`src/rtl/router_pkg.sv`:
```
// Shared types and constants for the router input arbiter and its round-robin picker.
package router_pkg;

    localparam int unsigned NSRC     = 3;
    localparam int unsigned SRC_W    = 2;
    localparam int unsigned LEN_W    = 6;
    localparam int unsigned ADDR_LSB = 0;
    localparam int unsigned LEN_LSB  = 2;
    localparam logic [LEN_W-1:0] LEN_MAX = '1;

    typedef enum logic [1:0] {
        IDLE    = 2'd0,
        HEADER  = 2'd1,
        PAYLOAD = 2'd2
    } state_t;

    // Index of the set bit in a one-hot source vector.
    function automatic logic [SRC_W-1:0] onehot_idx(input logic [NSRC-1:0] oh);
        logic [SRC_W-1:0] idx;
        idx = '0;
        for (int unsigned i = 0; i < NSRC; i++) begin
            if (oh[i]) idx = SRC_W'(i);
        end
        return idx;
    endfunction

endpackage

```
`src/rtl/router_rr_pick.sv`:
```
// Combinational three-way round-robin picker: the first requester after `last`, wrapping, wins.
module router_rr_pick
    import router_pkg::*;
(
    input  logic [NSRC-1:0]  req,
    input  logic [SRC_W-1:0] last,
    output logic [NSRC-1:0]  win
);

    logic [NSRC-1:0] rot;
    logic [NSRC-1:0] pick;

    // Rotate so bit 0 is the highest-priority source, take the lowest set bit, rotate back.
    always_comb begin
        case (last)
            2'd0:    rot = {req[0], req[2], req[1]};
            2'd1:    rot = {req[1], req[0], req[2]};
            default: rot = req;
        endcase
        pick = rot & (~rot + NSRC'(1));
        case (last)
            2'd0:    win = {pick[1], pick[0], pick[2]};
            2'd1:    win = {pick[0], pick[2], pick[1]};
            default: win = pick;
        endcase
    end

endmodule

```
`src/rtl/router_in_arb.sv`:
```
// Packet-level round-robin arbiter feeding the router input byte stream from three sources.
// Build option: define ROUTER_ARB_LEN_CHECK_EN to compile in the payload length check.
module router_in_arb #(
    parameter int unsigned DATA_W = 8,
    parameter int unsigned NSRC   = 3
) (
    input  logic                   clk,
    input  logic                   rstn,
    input  logic [NSRC-1:0]        src_pkt_vd,
    input  logic [NSRC*DATA_W-1:0] src_data,
    output logic [NSRC-1:0]        src_ready,
    input  logic                   busy,
    output logic                   pkt_vd,
    output logic [DATA_W-1:0]      data_out,
    output logic [NSRC-1:0]        grant,
    output logic                   pkt_done,
    output logic                   len_err
);
    import router_pkg::*;

    state_t            state, state_n;
    logic [NSRC-1:0]   grant_n;
    logic [SRC_W-1:0]  last, last_n;
    logic [NSRC-1:0]   win;
    logic              active;
    logic              vd_g;
    logic [DATA_W-1:0] data_g;
    logic              xfer;
    logic              parity_xfer;

    router_rr_pick u_pick (
        .req  (src_pkt_vd),
        .last (last),
        .win  (win)
    );

    // Byte stream of the current owner; grant is zero while idle.
    always_comb begin
        vd_g   = 1'b0;
        data_g = '0;
        for (int unsigned i = 0; i < NSRC; i++) begin
            if (grant[i]) begin
                vd_g   = src_pkt_vd[i];
                data_g = src_data[i*DATA_W +: DATA_W];
            end
        end
    end

    // A withdrawn header is not a transfer; in payload a low valid marks the parity byte.
    assign active      = rstn && (state != IDLE);
    assign xfer        = active && !busy && ((state == PAYLOAD) || vd_g);
    assign parity_xfer = xfer && (state == PAYLOAD) && !vd_g;

    assign pkt_vd    = active && vd_g;
    assign data_out  = active ? data_g : '0;
    assign src_ready = xfer ? grant : '0;
    assign pkt_done  = parity_xfer;

    always_comb begin
        state_n = state;
        grant_n = grant;
        last_n  = last;
        case (state)
            IDLE: begin
                if (|src_pkt_vd) begin
                    grant_n = win;
                    last_n  = onehot_idx(win);
                    state_n = HEADER;
                end
            end
            HEADER: begin
                if (!vd_g) begin
                    grant_n = '0;
                    state_n = IDLE;
                end else if (!busy) begin
                    state_n = PAYLOAD;
                end
            end
            PAYLOAD: begin
                if (parity_xfer) begin
                    grant_n = '0;
                    state_n = IDLE;
                end
            end
            default: begin
                grant_n = '0;
                state_n = IDLE;
            end
        endcase
    end

    // Reset leaves source 0 with top priority.
    always_ff @(posedge clk) begin
        if (!rstn) begin
            state <= IDLE;
            grant <= '0;
            last  <= SRC_W'(2);
        end else begin
            state <= state_n;
            grant <= grant_n;
            last  <= last_n;
        end
    end

`ifdef ROUTER_ARB_LEN_CHECK_EN
    logic             hdr_xfer;
    logic             pay_xfer;
    logic [LEN_W-1:0] len_q;
    logic [LEN_W-1:0] cnt_q;

    assign hdr_xfer = xfer && (state == HEADER);
    assign pay_xfer = xfer && (state == PAYLOAD) && vd_g;

    // Payload counter saturates, so a 63-byte payload still matches len 63.
    always_ff @(posedge clk) begin
        if (!rstn) begin
            len_q <= '0;
            cnt_q <= '0;
        end else if (hdr_xfer) begin
            len_q <= data_g[LEN_LSB +: LEN_W];
            cnt_q <= '0;
        end else if (pay_xfer && (cnt_q != LEN_MAX)) begin
            cnt_q <= cnt_q + LEN_W'(1);
        end
    end

    assign len_err = parity_xfer && (cnt_q != len_q);
`else
    assign len_err = 1'b0;
`endif

endmodule

```
`config.mk`:
```
export PLATFORM = sky130hd
export DESIGN_NAME = router_in_arb
export DESIGN_NICKNAME = d
export VERILOG_FILES = /design/src/rtl/router_pkg.sv /design/src/rtl/router_rr_pick.sv /design/src/rtl/router_in_arb.sv
export SDC_FILE = /design/constraint.sdc
export NUM_CORES = 1
export LEC_CHECK = 0
export BUFFER_PORTS_ARGS = -buffer_cell sky130_fd_sc_hd__buf_2
export CORE_MARGIN = 1
export CORE_UTILIZATION = 43
export CTS_CLUSTER_SIZE = 10
export DETAILED_ROUTE_END_ITERATION = 12
export GPL_TIMING_DRIVEN = 0
export PLACE_DENSITY = 0.83
export SLEW_MARGIN = 10
export SYNTH_ARGS = -nofsm -noshare
export SYNTH_HDL_FRONTEND = slang
export SYNTH_SLANG_ARGS = --single-unit
```
`constraint.sdc`:
```
create_clock -name clk -period 2.55 [get_ports clk]
set_clock_uncertainty 0.05 [all_clocks]
set_input_delay 0.51 -clock clk [delete_from_list [all_inputs] [get_ports clk]]
set_output_delay 0.51 -clock clk [all_outputs]
set_load 0.005 [all_outputs]
```
==> impl_metrics.json, run 1 <==
{
  "cts_setup_buffers": 0,
  "async_flop_share_pct": 0,
  "grt_setup_unrepaired": "false",
  "drtIter0Drc": 37,
  "ys.flop_type": "dfxtp_1",
  "grt_pass1_wl_um": 3730,
  "crit_type": "reg -> out",
  "clockBufferDepth": 2,
  "htree_levels": 1,
  "critPathTopFamily": "buffers and inverters",
  "yosysWarnings": 0,
  "highest_layer": "met4",
  "portBuffers": 45,
  "slowest_stage": "dfxtp_1",
  "synth_cells": 96,
  "multi_input_area_um2": 490,
  "place.gp.congestion": 0.733,
  "die-area_um2": 1730,
  "seq_area_frac_synth_pct": 20.8,
  "synth_edf_count": 0,
  "clock.fmax_ghz": 0.440,
  "worstSetupPathDepth": 5,
  "r2r_cells": 5,
  "die_y_um": 41.6,
  "antenna_cells": 0,
  "report.final.slew_viol_count": 0,
  "cts_resized": 0,
  "clockRootBuffer": "clkbuf_4",
  "setup_tns_ns": 0,
  "yosysUniqueCellTypes": 37,
  "vias_per_cell": 5.73,
  "fin_nets": 176,
  "crit_chain": "buf_2 > buf_1 > a21oi_1 > nor2_1 > buf_2",
  "ir_drop_uv": 335,
  "ant_nets": 0,
  "gr-total-overflow": 0,
  "worstHoldPathType": "in -> reg",
  "syn_to_final_growth_pct": 40.1,
  "wl_per_cell_um": 13.8,
  "path_clk_slew_ns": 0.06,
  "cpMostUsedCell": "buf_2",
  "cts.sinks": 7,
  "wl_um": 2210,
  "endpoint_kind": "primary output",
  "grt_pass1_vias": 885,
  "critPathMaxFanout": 10,
  "drt_first_pass_iters": 4,
  "cpPeakStageDelay_ns": 0.42,
  "power.density_nw_per_um2": 387,
  "min_period_ns": 2.27,
  "insertion_delay_ns": 0.27,
  "synth_fp_nets": 126,
  "synth-seq-cells": 7,
  "pre_cts_slack_ns": 0.540,
  "ios": 47,
  "antenna_found_initial": 0,
  "met2_wirelength_um": 1120,
  "die_w_um": 41.6,
  "p_leak_nw": 0.490,
  "start_util_pct": 48.7,
  "cts_hold_buffers": 0,
  "crit_arrival_ns": 1.71,
  "finalPower_uw": 365,
  "seqCellArea_um2": 140,
  "layout-drive-gt1-share_pct": 40.0,
  "numCtsBuffers": 3,
  "vias": 917,
  "wl_met3_um": 121,
  "holdPathStages": 2,
  "grt_max_degree": 11,
  "synth_area_um2": 673,
  "whs_ns": 0.411,
  "maxCapViolations": 0,
  "grt_use_total_pct": 26.8,
  "wl_met1_um": 909,
  "drc": 0,
  "num_rows": 13,
  "dp_hpwl_um": 1640,
  "syn_area_per_cell_um2": 7.01,
  "cp-start-kind": "register",
  "finalHoldViolations": 0,
  "core_area_um2": 1380,
  "status": "complete, no violations",
  "finalSetupViolCount": 0,
  "fin_ws_ns": 0.280,
  "crit_buf_inv": 3,
  "worst_ep_required_time_ns": 1.99,
  "cts_tree": "built",
  "num-fill-cells": 130,
  "finalCritPeriodShare_pct": 89.0
}
## layout by cell type (no fill, tap or decap), types with 2 or more instances in the layout
cell type  count
buf_2         46
nor2_1        24
a21oi_1        9
a22oi_1        8
dfxtp_1        7
clkbuf_1       4
inv_1          4
o21ai_0        4
nand2_1        3
and3_1         3
clkbuf_4       3
a21oi_2        2
a22o_1         2
o21a_1         2
## per-stage QoR
step | std cells | utilization [%] | instance area (um^2)
finish | 160 | 68.2 | 943
global route | 160 | 68.2 | 943
CTS | 160 | 68.2 | 943
detailed placement | 156 | 66.3 | 917
global placement | 156 | 66.3 | 917
floorplan | 96 | - | 673
## final timing paths
path	from	end	slack, ns
worst max-delay path	grant[2]	data_out[7]	0.28
worst min-delay path	rstn	last[1]	0.41
worst max register to register	state[1]	grant[2]	1.09
worst min register to register	last[0]	last[0]	0.51
## Yosys cell counts, types with 2 or more instances
cell type  number  area (um^2)
a22o_1          2         17.5
a22oi_1         8         60.1
inv_1           4         15.0
and3_1          3         18.8
o21ai_0         4         20.0
nor2_1         24         90.1
clkbuf_1        3         11.3
a21oi_1         9         45.0
o21a_1          2         15.0
a21oi_2         2         17.5
nand2_1         3         11.3
dfxtp_1         7          140
## registers in the layout, summed over array words and instances (netlist names)
register	count
last	2
grant	3
state	2
## power breakdown
part | total, mW | leakage [nW] | internal, mW | switching (mW)
combinational | 0.124 | 0.417 | 0.0579 | 0.0665
clock | 0.109 | 0.0150 | 0.0602 | 0.0489
sequential | 0.132 | 0.0576 | 0.118 | 0.0138
total | 0.365 | 0.490 | 0.236 | 0.129
## metal layers
layer	GRT usage (%)	vias to the layer above
met2	46.3	40
met3	3.04	9
li1	-	449
met4	14.2	0
met1	32.0	419
met5	0	-
## final cells by class
type                    count  share of cell area [%]
well taps                  15                    1.99
clock buffers               4                    2.79
plain buffers               6                    2.92
flip-flops and latches      7                    14.9
inverters                   4                    1.59
multi-input cells          79                    52.0
repair buffers             45                    23.9
## kinds of logic after synthesis
logic type	count (synthesis)	synth area share, %
buffers and inverters	10	6.32
DFF	7	20.8
and+or+nand+nor	38	26.6
AOI/OAI and AO/OA	39	44.2
muxes	1	1.49
other	1	0.557
No activity file was read; power rests on OpenSTA's default activity.
==> inputs of run 2 (changes only) <==
- HOLD_SLACK_MARGIN: default -> 0.05
- PLACE_DENSITY: 0.83 -> default
- PLACE_DENSITY_LB_ADDON: default -> 0.1
==> run 2 against run 1 <==
  * Register-to-register slack better by 0.06 ns
  * Cell area unchanged
  * Sequential cell count unchanged
  * Core utilization unchanged
  * First-iteration DRC count up 8.1%
  * Power down 2.5%
==> impl_metrics.json, run 2 (synthesized netlist as in run 1, its figures left out) <==
{
  "cp-start-kind": "register",
  "report.final.slew_viol_count": 0,
  "r2r_slack_ns": 1.15,
  "crit_chain": "buf_2 > buf_1 > a21oi_1 > nor2_1 > buf_2",
  "path_clk_slew_ns": 0.05,
  "numCtsBuffers": 3,
  "grt_pass1_vias": 744,
  "min_period_ns": 2.25,
  "post-route-util_pct": 68.2,
  "ir_drop_uv": 306,
  "grt_use_total_pct": 23.0,
  "endpoint_kind": "primary output",
  "final_common_cell": "buf_2",
  "place.gp.congestion": 0.886,
  "gr-total-overflow": 0,
  "num-fill-cells": 124,
  "power.density_nw_per_um2": 378,
  "drt_first_pass_iters": 4,
  "cpPeakStageDelay_ns": 0.41,
  "final_cells": 160,
  "top_register": "grant",
  "vias_per_cell": 5.53,
  "worstHoldPathType": "in -> reg",
  "wl_um": 1950,
  "clockRootBuffer": "clkbuf_4",
  "cts_resized": 0,
  "grt_setup_unrepaired": "false",
  "drc": 0,
  "holdPathStages": 2,
  "dp_cells": 156,
  "final_cell_mix": "buf_2 (46), nor2_1 (24), a21oi_1 (9)",
  "r2r_end": "grant[2]",
  "cts_hold_buffers": 0,
  "die_y_um": 41.6,
  "cts_tree": "built",
  "layout-drive-gt1-share_pct": 40.0,
  "htree_levels": 1,
  "critPathMaxFanout": 10,
  "top_regs": "grant (3), last (2), state (2)",
  "largest_reg_flops": 3,
  "core_area_um2": 1380,
  "worst_ep_required_time_ns": 1.99,
  "slowest_stage": "dfxtp_1",
  "start_util_pct": 48.7,
  "ios": 47,
  "finalHoldViolations": 0,
  "clockBufferDepth": 2,
  "finalCritPeriodShare_pct": 88.3,
  "crit_type": "reg -> out",
  "die-area_um2": 1730,
  "fin_nets": 176,
  "portBuffers": 45,
  "r2r_cells": 5,
  "antenna_cells": 0,
  "setup_tns_ns": 0,
  "vias": 885,
  "drtIter0Drc": 40,
  "cpMostUsedCell": "buf_2",
  "syn_to_final_growth_pct": 40.1,
  "status": "complete, no violations",
  "insertion_delay_ns": 0.26,
  "clock.fmax_ghz": 0.444,
  "grt_max_degree": 11,
  "finalSetupViolCount": 0,
  "grt_pass1_wl_um": 3220,
  "hp-start": "rstn",
  "die_w_um": 41.6,
  "maxCapViolations": 0,
  "min_to": "last[1]",
  "crit_buf_inv": 3,
  "wl_per_cell_um": 12.2,
  "ant_nets": 0,
  "cts_setup_buffers": 0,
  "critPathTopFamily": "buffers and inverters",
  "crit_arrival_ns": 1.69,
  "cts.sinks": 7,
  "num_rows": 13,
  "p_leak_nw": 0.490,
  "dp_hpwl_um": 1450,
  "reg2reg_from": "state[0]",
  "antenna_found_initial": 0
}
[run 2: cell counts in the layout (fill, tap and decap cells not counted)]
Identical to the previous run, type by type.
[run 2: layout make-up]
| cell class | count | area [um^2] | area share [%] |
|---|---|---|---|
| tap | 15 | 18.8 | 1.99 |
| timing repair buffer | 45 | 225 | 23.9 |
| sequential | 7 | 140 | 14.9 |
| buffer | 6 | 27.5 | 2.92 |
| clock buffer | 4 | 26.3 | 2.79 |
| inverter | 4 | 15.0 | 1.59 |
| multi-input combinational | 79 | 490 | 52.0 |
[run 2: worst max-delay path by stage]
stage / from / to / slack (ns) / cells past startpoint
after floorplan: src_pkt_vd[2] / src_ready[0] / 0.83 / 5
after global placement: src_pkt_vd[0] / src_ready[1] / 0.57 / 7
after detailed placement: src_pkt_vd[0] / src_ready[0] / 0.54 / 7
after CTS: grant[2] / data_out[2] / 0.32 / 5
after global routing: grant[0] / data_out[2] / 0.17 / 7
final: grant[2] / data_out[4] / 0.30 / 5
[run 2: per-stage QoR]
stage	instance area, um^2	setup WS (ns)	power, mW	hold slack (ns)
6_report	943	0.298	0.356	0.424
2_1_floorplan	673	0.831	0.206	0.444
5_1_grt	943	0.169	0.381	0.433
3_5_place_dp	917	0.537	0.253	0.484
3_3_place_gp	917	0.569	0.249	0.475
4_1_cts	943	0.321	0.359	0.424
[run 2: per-layer routing]
metal  routed length (um)  track usage [%]  share of wire (%)
met5                    0                0                  0
met4                   12             3.87               0.62
met3                  162             7.39                8.3
met2                  891             36.9                 46
met1                  879             30.5                 45
[run 2: worst register-to-register path, cell delays in order, from the launching register on]
cell and delay [ns]:
dfxtp_1 0.43, nor2_1 0.12, and3_4 0.19, a31oi_2 0.18, a21oi_2 0.09, a22o_1 0.24
[run 2: power by group]
part	leakage [nW]	internal [mW]	switching, mW
clock	0.0150	0.0599	0.0436
combinational	0.417	0.0578	0.0637
sequential	0.0576	0.118	0.0133
total	0.490	0.236	0.121
